## src/rtl/controle_venda.sv

```systemverilog
// controle_venda: vending machine transaction controller.
// Accumulates coin credit, decides when a completed keypad selection may be
// dispensed, returns change one unit at a time and releases (OK) or aborts
// (tempoLimite) the keypad digit controller.
//
// Ports
//   i_clk, i_reset      clock, asynchronous active-high reset
//   i_moeda[1:0]        one-cycle coin code: 00 none, 01=1u, 10=2u, 11=4u
//   i_teclaAtiva        keypad activity, restarts the inactivity timeout
//   i_cancelar          one-cycle cancel request
//   i_selecaoPronta     level, a row/column selection is complete
//   i_preco[5:0]        price in units of the current selection
//   i_estoqueVazio      selected slot is empty
//   o_OK                pulse, releases the digit controller
//   o_tempoLimite       pulse, inactivity timeout
//   o_liberarProduto    pulse, dispense command
//   o_trocoPulso        pulse, returns one unit of change
//   o_moedaRejeitada    pulse, coin routed to the return chute
//   o_erroEstoque       level, out-of-stock indication
//   o_credito[5:0]      current credit in units
//   o_estado[2:0]       current state code (debug)
module controle_venda #(
    parameter int unsigned TIMEOUT_CICLOS  = 500,
    parameter int unsigned TROCO_INTERVALO = 4
) (
    input  logic       i_clk,
    input  logic       i_reset,
    input  logic [1:0] i_moeda,
    input  logic       i_teclaAtiva,
    input  logic       i_cancelar,
    input  logic       i_selecaoPronta,
    input  logic [5:0] i_preco,
    input  logic       i_estoqueVazio,
    output logic       o_OK,
    output logic       o_tempoLimite,
    output logic       o_liberarProduto,
    output logic       o_trocoPulso,
    output logic       o_moedaRejeitada,
    output logic       o_erroEstoque,
    output logic [5:0] o_credito,
    output logic [2:0] o_estado
);

    localparam int unsigned CW  = 6;
    localparam int unsigned TOW = $clog2(TIMEOUT_CICLOS);
    localparam int unsigned TRW = (TROCO_INTERVALO > 1) ? $clog2(TROCO_INTERVALO) : 1;
    localparam logic [TOW-1:0] TO_FIM     = TOW'(TIMEOUT_CICLOS - 1);
    localparam logic [TRW-1:0] TR_RECARGA = TRW'(TROCO_INTERVALO - 1);
    localparam logic [CW:0]    CRED_MAX   = 7'd63;

    typedef enum logic [2:0] {
        OCIOSO     = 3'd0,
        CREDITANDO = 3'd1,
        LIBERA     = 3'd2,
        DEVOLVE    = 3'd3,
        CONCLUI    = 3'd4
    } estado_t;

    estado_t        r_estado,    w_estado;
    logic [CW-1:0]  r_credito,   w_credito;
    logic [CW-1:0]  r_preco,     w_preco;
    logic [TOW-1:0] r_cnt_tempo, w_cnt_tempo;
    logic [TRW-1:0] r_cnt_troco, w_cnt_troco;
    logic           r_ok,      w_ok;
    logic           r_tempo,   w_tempo;
    logic           r_liberar, w_liberar;
    logic           r_troco,   w_troco;
    logic           r_rejeita, w_rejeita;
    logic           r_erro,    w_erro;

    logic [CW:0]    w_valor;
    logic [CW:0]    w_soma;
    logic           w_aceita;
    logic [CW-1:0]  w_resto;
    logic           w_tem_credito;

    // Coin value decode and saturation test (sum above 63 is rejected).
    always_comb begin
        w_valor = '0;
        case (i_moeda)
            2'b01:   w_valor = 7'd1;
            2'b10:   w_valor = 7'd2;
            2'b11:   w_valor = 7'd4;
            default: w_valor = '0;
        endcase
    end

    assign w_soma        = {1'b0, r_credito} + w_valor;
    assign w_aceita      = (i_moeda != 2'b00) && (w_soma <= CRED_MAX);
    assign w_resto       = r_credito - r_preco;
    assign w_tem_credito = (r_credito != '0);

    // State register and all registered outputs.
    always_ff @(posedge i_clk or posedge i_reset) begin
        if (i_reset) begin
            r_estado    <= OCIOSO;
            r_credito   <= '0;
            r_preco     <= '0;
            r_cnt_tempo <= '0;
            r_cnt_troco <= '0;
            r_ok        <= 1'b0;
            r_tempo     <= 1'b0;
            r_liberar   <= 1'b0;
            r_troco     <= 1'b0;
            r_rejeita   <= 1'b0;
            r_erro      <= 1'b0;
        end else begin
            r_estado    <= w_estado;
            r_credito   <= w_credito;
            r_preco     <= w_preco;
            r_cnt_tempo <= w_cnt_tempo;
            r_cnt_troco <= w_cnt_troco;
            r_ok        <= w_ok;
            r_tempo     <= w_tempo;
            r_liberar   <= w_liberar;
            r_troco     <= w_troco;
            r_rejeita   <= w_rejeita;
            r_erro      <= w_erro;
        end
    end

    // Next-state and next-output logic.
    always_comb begin
        w_estado    = r_estado;
        w_credito   = r_credito;
        w_preco     = r_preco;
        w_cnt_tempo = '0;
        w_cnt_troco = '0;
        w_ok        = 1'b0;
        w_tempo     = 1'b0;
        w_liberar   = 1'b0;
        w_troco     = 1'b0;
        w_rejeita   = 1'b0;
        w_erro      = r_erro;

        case (r_estado)
            OCIOSO, CREDITANDO: begin
                // Coin is credited even when a transition happens on this edge.
                if (w_aceita) begin
                    w_credito = w_soma[CW-1:0];
                    if (r_estado == OCIOSO) begin
                        w_estado = CREDITANDO;
                    end
                end else if (i_moeda != 2'b00) begin
                    w_rejeita = 1'b1;
                end

                // Decisions use the pre-edge credit; leaving clears the timer.
                if (i_cancelar) begin
                    w_estado = w_tem_credito ? DEVOLVE : CONCLUI;
                end else if (i_selecaoPronta && i_estoqueVazio) begin
                    w_erro   = 1'b1;
                    w_estado = w_tem_credito ? DEVOLVE : CONCLUI;
                end else if (i_selecaoPronta && (r_credito >= i_preco)) begin
                    w_preco  = i_preco;
                    w_estado = LIBERA;
                end else if (w_aceita || i_teclaAtiva) begin
                    w_cnt_tempo = '0;
                end else if (r_cnt_tempo == TO_FIM) begin
                    w_tempo = 1'b1;
                    if (w_tem_credito) begin
                        w_estado = DEVOLVE;
                    end else if (i_selecaoPronta) begin
                        w_estado = CONCLUI;
                    end
                end else begin
                    w_cnt_tempo = r_cnt_tempo + TOW'(1);
                end
            end

            LIBERA: begin
                w_liberar = 1'b1;
                w_rejeita = (i_moeda != 2'b00);
                w_credito = w_resto;
                w_estado  = (w_resto != '0) ? DEVOLVE : CONCLUI;
            end

            DEVOLVE: begin
                // Interval counter enters at zero so the first unit goes out at once.
                w_rejeita = (i_moeda != 2'b00);
                if (!w_tem_credito) begin
                    w_estado = CONCLUI;
                end else if (r_cnt_troco == '0) begin
                    w_troco     = 1'b1;
                    w_credito   = r_credito - CW'(1);
                    w_cnt_troco = TR_RECARGA;
                    if (r_credito == CW'(1)) begin
                        w_estado = CONCLUI;
                    end
                end else begin
                    w_cnt_troco = r_cnt_troco - TRW'(1);
                end
            end

            CONCLUI: begin
                w_ok      = 1'b1;
                w_rejeita = (i_moeda != 2'b00);
                w_erro    = 1'b0;
                w_estado  = OCIOSO;
            end

            default: begin
                // Unused codes recover to idle.
                w_erro   = 1'b0;
                w_estado = OCIOSO;
            end
        endcase
    end

    assign o_OK             = r_ok;
    assign o_tempoLimite    = r_tempo;
    assign o_liberarProduto = r_liberar;
    assign o_trocoPulso     = r_troco;
    assign o_moedaRejeitada = r_rejeita;
    assign o_erroEstoque    = r_erro;
    assign o_credito        = r_credito;
    assign o_estado         = r_estado;

endmodule
```

## config.mk

```make
export PLATFORM = sky130hd
export DESIGN_NAME = controle_venda
export DESIGN_NICKNAME = d
export VERILOG_FILES = /design/src/rtl/controle_venda.sv
export SDC_FILE = /design/constraint.sdc
export NUM_CORES = 1
export LEC_CHECK = 0
export ABC_CLOCK_PERIOD_IN_PS = 3300
export BUFFER_PORTS_ARGS = -buffer_cell sky130_fd_sc_hd__buf_2
export CORE_MARGIN = 8
export CORE_UTILIZATION = 58
export DETAILED_ROUTE_END_ITERATION = 10
export GPL_TIMING_DRIVEN = 1
export PLACE_DENSITY = 0.81
export SLEW_MARGIN = 20
export SYNTH_ARGS = -nofsm -noshare
export SYNTH_HDL_FRONTEND = slang
export SYNTH_SLANG_ARGS = --single-unit
export TNS_END_PERCENT = 50
```

## constraint.sdc

```tcl
create_clock -name i_clk -period 3.3 [get_ports i_clk]
set_input_delay 0.165 -clock i_clk [delete_from_list [all_inputs] [get_ports i_clk]]
set_output_delay 0.165 -clock i_clk [all_outputs]
set_load 0.01 [all_outputs]
```

; ---- Word-level counts from Yosys, hierarchy flattened
; Index checks and enable logic that the tools add are counted.
[word_totals]
regBits = 32
inputBits = 14
output_inout_bits = 15
word_cells = 100
[op_classes]
add_sub_neg = 5
magnitude_cmp = 2
eq_ne = 16
muxes = 46
n_bitwise = 3
n_reduce_logical = 17
[op_table]
columns = op, n
row1 = $mux 9, 6
row2 = $mux 3, 14
row3 = $mux 6, 3
row4 = $pmux 3 s3, 2
row5 = $pmux 6 s3, 1
row6 = $mux 1, 15
row7 = $reduce_bool 6->1, 2
row8 = $ne 2x2->1 const B, 5
row9 = $add 9x1->9 const B, 1
row10 = $eq 9x9->1 const B, 1
row11 = $reduce_and 4->1, 2
row12 = $add 6x7->7, 1
row13 = $le 7x6->1 const B, 1
row14 = $eq 3x2->1 const B, 2
row15 = $eq 6x1->1 const B, 1
row16 = $ge 6x6->1, 1
row17 = $mux 2, 3
row18 = $ne 3x3->1 const B, 2
row19 = $sub 6x1->6 const B, 1
row20 = $sub 6x6->6, 1
row21 = $eq 2x2->1 const B, 2
row22 = $pmux 1 s2, 2
row23 = $reduce_or 2->1, 2
row24 = $eq 3x1->1 const B, 1
row25 = other kinds (13), 17

; ---- Longest topological paths before layout
; Gate-level depths: netlist (run 1).
[depth]
ltp_word = 14
ltp_mapped = 9
depth_no_buf = 8

; ---- Least setup slack after synthesis (run 1)
; OpenSTA, ideal clock, no wires.
[synth_timing]
path_type = flip-flop to flip-flop
start = register r_credito[0], in the netlist o_credito[0]
end = register r_credito[0], in the netlist o_credito[0]
setup_time_ps = 129
t_arrival_ps = 2366
required_ps = 3171
slack_ps = 805
path_stages_with_launch = 9
n_path_buf = 1
synth_period_minus_slack_ps = 2495
cell_sequence = dfrtp_1 > ha_1 > fa_1 > a21oi_1 > nor3_1 > or4_4 > buf_6 > a211oi_2 > a211oi_2
[synth_via]
elab_chain_len = 5
word_cells_on_any_way = 13
classes_between = add/sub: 3 / order compare: 1 / eq/ne: 2 / mux: 4 / reduce/logical: 3
[synth_lines]
columns = element, line_no
row1 = "start, declared", 60  ; logic [CW-1:0] r_credito, w_credito;
row2 = "start signal, assigned", 109  ; r_credito <= w_credito;
row3 = $add 6x7->7, 88  ; assign w_soma = {1'b0, r_credito} + w_valor;
row4 = $le 7x6->1, 89  ; assign w_aceita = (i_moeda != 2'b00) && (w_soma <= CRED_MAX);
row5 = $logic_and 1x1->1, 89
row6 = $ne 2x2->1 (no source line), --
row7 = $reduce_and 4->1 (no source line), --
; Parallel ways exist; a longest one is shown, timed or not. The select of a mux whose other input is x is not followed.
; A chain may end at the register's enable or synchronous reset.

; ---- Worst setup path in the final report (run 1)
[layout_timing]
start = register r_credito[0], in the netlist o_credito[0]
end = register r_credito[5], in the netlist o_credito[5]
; The elaborated chain is that of the path after synthesis.

==> metrics, run 1 <==
setup slack, reg-to-reg=roughly 0.63 ns; final hold vios=0; fmax=between 300 and 400 MHz; dpl cells=between 300 and 400; die width=between 70 and 80 um; outcome=finished, final reports clean; Area Growth Syn to Fin=11.14%; vias=1962; IO Count=29; n_diodes=0; initial antenna violation count=0; Post-Synthesis Cells=247; Total Nets Final=about 310; post-synth cell types=50; Net Switching=roughly 1.2 mW; sequential fraction of the synthesis area=roughly a third; Worst Setup EP=o_credito[5]; clock latency on the worst-skew pair=0.28 ns; yosys warns=0; Finish-stage setup viols=0; Post-synth ARST share=between 90% and 100%; Remaining DRCs=0; Slew @ Worst Pin=approximately 0.78 ns; type of origin of the critical path=flip-flop; largest net degree at the start of global routing=20; Avg Cell Area, Syn=9.275 sq um; syn_nets=between 200 and 300; Final Wtd Congestion=around 0.9; WP data required=roughly 3.5 ns; hold bufs inserted after CTS=0; drt total wl=between 5000 and 6000 um; die area=6217 sq um; FF-to-FF Start=o_credito[0]; worst hold slack=around 0.017 ns; Die Ht=just under 80 um; Sum Neg Setup Slack=0 ns; Reg clk slew, reported paths=0.07 ns; CTS Sinks=32; HPWL Detailed=approximately 4100 um; placement-stage cell area=between 2000 and 2500 sq um; core area=just under 4000 sq um; Synth area leader=dfrtp_1; top-count cell post-synth=dfrtp_1; CTS resizes=0; worst r2r path cells=7; Synth area leaders=dfrtp_1 35%, ha_1 10%, xor2_1 4.6%; peak supply drop=666.1 uV; Logic pwr share=about 58%; Filler cells=around 350; GR Overflow Total=0; worst min-delay path class=input pin to async pin; setup repair bufs after CTS=0; TritonCTS Buffers=5; Tmin final=between 2 and 3 ns; top cell type's share of synthesized area=a little over a third; vias in the first global route=slightly below 2000; H-tree depth=2; Buffers on Ports=28; Pins Over Slew Limit=0; routed vias/inst=about 6; top cells by count, synth=32 x dfrtp_1, 23 x inv_1, 22 x nor2_1, 19 x ha_1, 18 x a21oi_1; Yosys reg bits=32; Crit. End Element=flip-flop; Root Driver=clkbuf_8; design area=approximately 2500 sq um; Seq pwr share=between 20 and 30%; # Max-Cap Violations=0; Post-synth top flop=dfrtp_1; Clk pwr share=12.7%; P_leak=1.234 nW; synthesized cell area=roughly 2300 sq um; Relative slew margins=around 48%; Design Power=2.451 mW; internal cell power=about 1.3 mW; drt wl/cell=between 15 and 20 um; first-pass GRT wire length=about 9100 um; crit share post-route=about 81%; area of the multi-input gates=about 1400 sq um; CTS max path bufs=2; switching share of power=47.60%; Reg area=800.8 sq um; 1st-iter DRT viols=124; Final ANT Viol Nets=0; crit path DAT=2.83 ns; fin cells=328; Critical Path Fanout Max=11; CP Class=flip-flop to flip-flop; EDFF count, synth=0; share of cells above drive strength 1=between 10% and 20%; CTS tree=built; RSZ-0062 raised after global routing=no; Layout Skew=0.003885 ns; Initial Util=around three fifths; First-pass DRT Iterations=5; # rows=23; Global Route Usage Sum=18.16%; Setup crit start=o_credito[0]; r2r endpoint=o_credito[5]; cell area power density=slightly below 1000 nW/um^2
[power by group through the flow]
stage                     sequential (mW)  combinational, mW  clock [mW]
final                               0.719               1.42       0.311
after global routing                0.741               1.58       0.340
after CTS                           0.716               1.41       0.318
after detailed placement            0.722               1.40           0
after global placement              0.718               1.36           0
after floorplan                     0.677               1.11           0
[area by class of cell]
cell class                      instances  area share [%]
Multi-Input combinational cell        186           53.27
Timing Repair Buffer                   29           5.799
Sequential cell                        32           31.45
Inverter                               23           3.391
Clock inverter                          2          0.3931
Tap cell                               50           2.457
Clock buffer                            6           3.243
[metrics by stage]
stage / setup slack (ns) / utilization [%]
2_1_floorplan: 0.8049 / -
3_3_place_gp: 0.7906 / 62.69
3_5_place_dp: 0.6979 / 62.69
4_1_cts: 0.6903 / 65.06
5_1_grt: 0.5134 / 65.06
6_report: 0.6260 / 65.06
[logic make-up (layout without fill, tap and decap cells)]
logic type                 count (synthesis)  in the layout  share of synthesized area, %
muxes                                      7              7                         3.168
buffers and inverters                     29             60                         5.843
AOI/OAI and AO/OA                         63             63                         19.23
and+or+nand+nor                           79             79                         18.57
adders and majority gates                 21             21                         12.12
DFF                                       32             32                         34.95
xor gates and xnor gates                  16             16                         6.117
[critical path, stage by stage (launching register included)]
cell	delay (ns)
dfrtp_1	0.46
ha_1	0.27
fa_1	0.40
a21oi_1	0.33
nor3_1	0.12
or4_4	0.58
nor4_1	0.32
a211oi_1	0.08
[registers in the layout (all words and copies together), names as in the netlist]
signal and cells:
o_trocoPulso 1, r_cnt_troco 2, o_erroEstoque 1, o_credito 6, o_liberarProduto 1, o_OK 1, o_moedaRejeitada 1, r_cnt_tempo 9
r_preco 6, o_estado 3, o_tempoLimite 1
[per-layer routing]
layer / GRT usage (%) / routed length (um) / vias to the layer above
met3: 4.402 / 296 / 10
met2: 29.16 / 2567 / 57
met1: 23.15 / 2359 / 939
met4: 6.667 / 83 / 0
li1: - / - / 956
met5: 0 / 0 / -
[worst min path at each step]
stage	depth (start not counted)	endpoint	from
2_1_floorplan	1	o_OK	i_reset
3_3_place_gp	2	o_trocoPulso	i_reset
3_5_place_dp	2	o_trocoPulso	i_reset
4_1_cts	2	o_tempoLimite	i_reset
5_1_grt	2	o_tempoLimite	i_reset
6_report	2	o_tempoLimite	i_reset
[cells in the final DEF, fill, tap and decap left out, drive strengths merged, types with 6 or more instances in the layout]
cell type,n
nor3,7
xor2,12
nor2,23
o21ai,8
ha,19
a211oi,8
inv,23
a21oi,18
dfrtp,32
nand3,8
nand2,9
clkbuf,6
buf,29
No activity file was read; power rests on OpenSTA's default activity.
==> run 2, diff against run 1 <==
ABC_CLOCK_PERIOD_IN_PS = 2200   (was 3300)
CORE_UTILIZATION = 52   (was 58)
PLACE_DENSITY = 0.77   (was 0.81)
clock period = 2.2 ns   (was 3.3 ns; I/O delays follow)
==> run 2 against run 1 <==
Compared with the run above:
- the flow now finishes with violations (negative setup slack)
- worst setup slack got worse by 0.64 ns
- via count increased by 4.6%
- worst hold slack improved by 0.052 ns
- die area increased by 9.1%
==> metrics, run 2 (same netlist as run 1, synthesis figures left out) <==
placement-stage cell area=2650 sq um (was 2454 sq um); P_leak=1.354 nW (was 1.234 nW); CP Class=flip-flop to flip-flop (unchanged); crit share post-route=100.8% (was 81.03%); RSZ-0062 raised after global routing=yes (was no); IO Count=29 (unchanged); Design Power=4.335 mW (was 2.451 mW); CTS max path bufs=2 (unchanged); worst hold slack=0.06860 ns (was 0.01675 ns); type of origin of the critical path=flip-flop (unchanged); Final ANT Viol Nets=0 (unchanged); Relative slew margins=58.48% (was 47.75%); switching share of power=45.60% (was 47.60%); WP data required=2.37 ns (was 3.46 ns); fin worst setup slack=-0.01845 ns (was 0.6260 ns); Reg clk slew, reported paths=0.07 ns (about the same); clock latency on the worst-skew pair=0.29 ns (was 0.28 ns); Filler cells=355 (was 352); fmax=450.8 MHz (was 374.0 MHz); Seq pwr share=21.5% (was 29.3%); drt wl/cell=16.46 um (was 16.18 um); largest net degree at the start of global routing=19 (was 20); Sum Neg Setup Slack=-0.01845 ns (was 0 ns); Buffers on Ports=28 (unchanged); fin cells=354 (was 328); Biggest register=r_cnt_tempo (unchanged); worst min-delay path class=input pin to flip-flop (was input pin to async pin); depth of the worst hold-timing path=2; H-tree depth=2 (unchanged); Setup crit start=o_credito[1] (was o_credito[0]); Global Route Usage Sum=17.84% (was 18.16%); cell area power density=1522 nW/um^2 (was 962.6 nW/um^2); Die Ht=82.38 um (was 78.85 um); r2r endpoint=o_credito[5] (unchanged); Area Growth Syn to Fin=24.30% (was 11.14%); Slew @ Worst Pin=0.6221 ns (was 0.7829 ns); share of cells above drive strength 1=29.14% (was 17.27%); internal cell power=2.358 mW (was 1.284 mW); CTS Sinks=32 (unchanged); Tmin final=2.218 ns (was 2.674 ns); vias in the first global route=2038 (was 1952); routed vias/inst=5.799 (was 5.982); CTS tree=built (unchanged); FF-to-FF Start=o_credito[1] (was o_credito[0]); Pins Over Slew Limit=0 (unchanged); Crit. End Element=flip-flop (unchanged); n_diodes=0 (unchanged); HPWL Detailed=4400 um (was 4060 um); Logic pwr share=65.4% (was 58.0%); 1st-iter DRT viols=102 (was 124); initial antenna violation count=0 (unchanged); worst r2r path cells=7 (unchanged); Net Switching=1.977 mW (was 1.167 mW); # Max-Cap Violations=0 (unchanged); Clk pwr share=13.2% (was 12.7%); max FFs per register=9 (unchanged); die width=82.38 um (was 78.85 um); Remaining DRCs=0 (unchanged); failing checks=negative setup slack; dpl cells=342 (was 320); Critical Path Fanout Max=11 (unchanged); die area=6786 sq um (was 6217 sq um); first-pass GRT wire length=9370 um (was 9142 um); Total Nets Final=336 (was 312); GR Overflow Total=0 (unchanged); drt total wl=5828 um (was 5306 um); # rows=24 (was 23); peak supply drop=1065 uV (was 666.1 uV); vias=2053 (was 1962); core area=4294 sq um (was 3914 sq um); crit path DAT=2.39 ns (was 2.83 ns); Root Driver=clkbuf_8 (unchanged); Finish-stage setup viols=1 (was 0); min-delay src=i_preco[5]; final hold vios=0 (unchanged); Initial Util=53.35% (was 58.54%); design area=2848 sq um (was 2546 sq um); commonest non-fill, non-tap cells in the layout=31 x dfrtp_1, 28 x buf_2, 24 x buf_4, 22 x inv_1, 22 x nor2_1 (was 32 x dfrtp_1, 28 x buf_2, 23 x inv_1, 22 x nor2_1, 19 x ha_1); outcome=complete, but fails checks (was finished, final reports clean); First-pass DRT Iterations=4 (was 5); TritonCTS Buffers=5 (unchanged); Final Wtd Congestion=0.8973 (was 0.8985); most common cell after layout, fill and taps aside=dfrtp_1 (unchanged); setup slack, reg-to-reg=-0.02 ns (was 0.63 ns); Layout Skew=0.006529 ns (was 0.003885 ns); Min-Delay Endpoint=r_preco[5]
run 2: changes by cell type in the layout (fill, tap and decap cells not counted), moves of 2 or more:
cell	delta
xor2_1	-2
nor4_2	+2
buf_4	+23
ha_1	-3
fa_1	-2
ha_2	+2
fa_2	+2
xor2_2	+2
a21oi_1	-2
nor4_1	-2
run 2: what timing repair did:
| item | CTS | global route |
|---|---|---|
| endpoints found under the setup margin | 6 | 18 |
| gates resized for setup | 3 | 8 |
| hold buffers | 1 | 0 |
| pin swaps | 3 | 2 |
| buffers inserted | 1 | 2 |
| endpoints found under the hold margin | 14 | 0 |
run 2: power groups by stage:
stage	registers (mW)	clock network, mW	logic, mW
floorplan	1.03	0	1.72
global placement	0.933	0	2.54
detailed placement	0.943	0	2.59
CTS	0.932	0.579	2.69
global route	0.954	0.607	3.11
finish	0.932	0.570	2.83
run 2: cell type report:
class                      count  area [sq um]  area share (%)
multi-input combinational    186          1453           51.01
sequential                    32         802.0           28.16
timing repair buffer          53         330.3           11.60
tap                           52         65.06           2.285
clock inverter                 3         42.54           1.494
clock buffer                   5         68.82           2.417
inverter                      23         86.33           3.032
run 2: layer usage:
metal / vias to the layer above / GRT usage, % / routed length [um]
met3: 8 / 3.788 / 291
met1: 990 / 21.87 / 2569
met2: 60 / 30.23 / 2897
li1: 995 / - / -
met5: - / 0 / 0
met4: 0 / 6.140 / 70
run 2: worst max path at each step:
| stage | to | depth (start not counted) | slack, ns |
|---|---|---|---|
| floorplan | o_estado[0] | 8 | -0.03 |
| global route | o_estado[0] | 6 | -0.08 |
| finish | o_credito[5] | 7 | -0.02 |
| global placement | o_estado[0] | 8 | -0.02 |
| CTS | o_credito[2] | 6 | -0.008 |
| detailed placement | o_estado[0] | 8 | -0.09 |
run 2: stage by stage:
step	worst slack (ns)	utilization [%]
final	-0.01845	66.32
after global routing	-0.07560	66.32
after CTS	-0.008337	65.09
after detailed placement	-0.09447	61.71
after global placement	-0.02391	61.71
after floorplan	-0.02766	-
run 2: worst max-delay path: stages, from the launching register on:
cell and delay, ns:
dfrtp_1 0.42, buf_4 0.17, fa_2 0.42, a21oi_4 0.17, nor3_2 0.06, or4_4 0.51
a211oi_1 0.25, a211oi_1 0.10
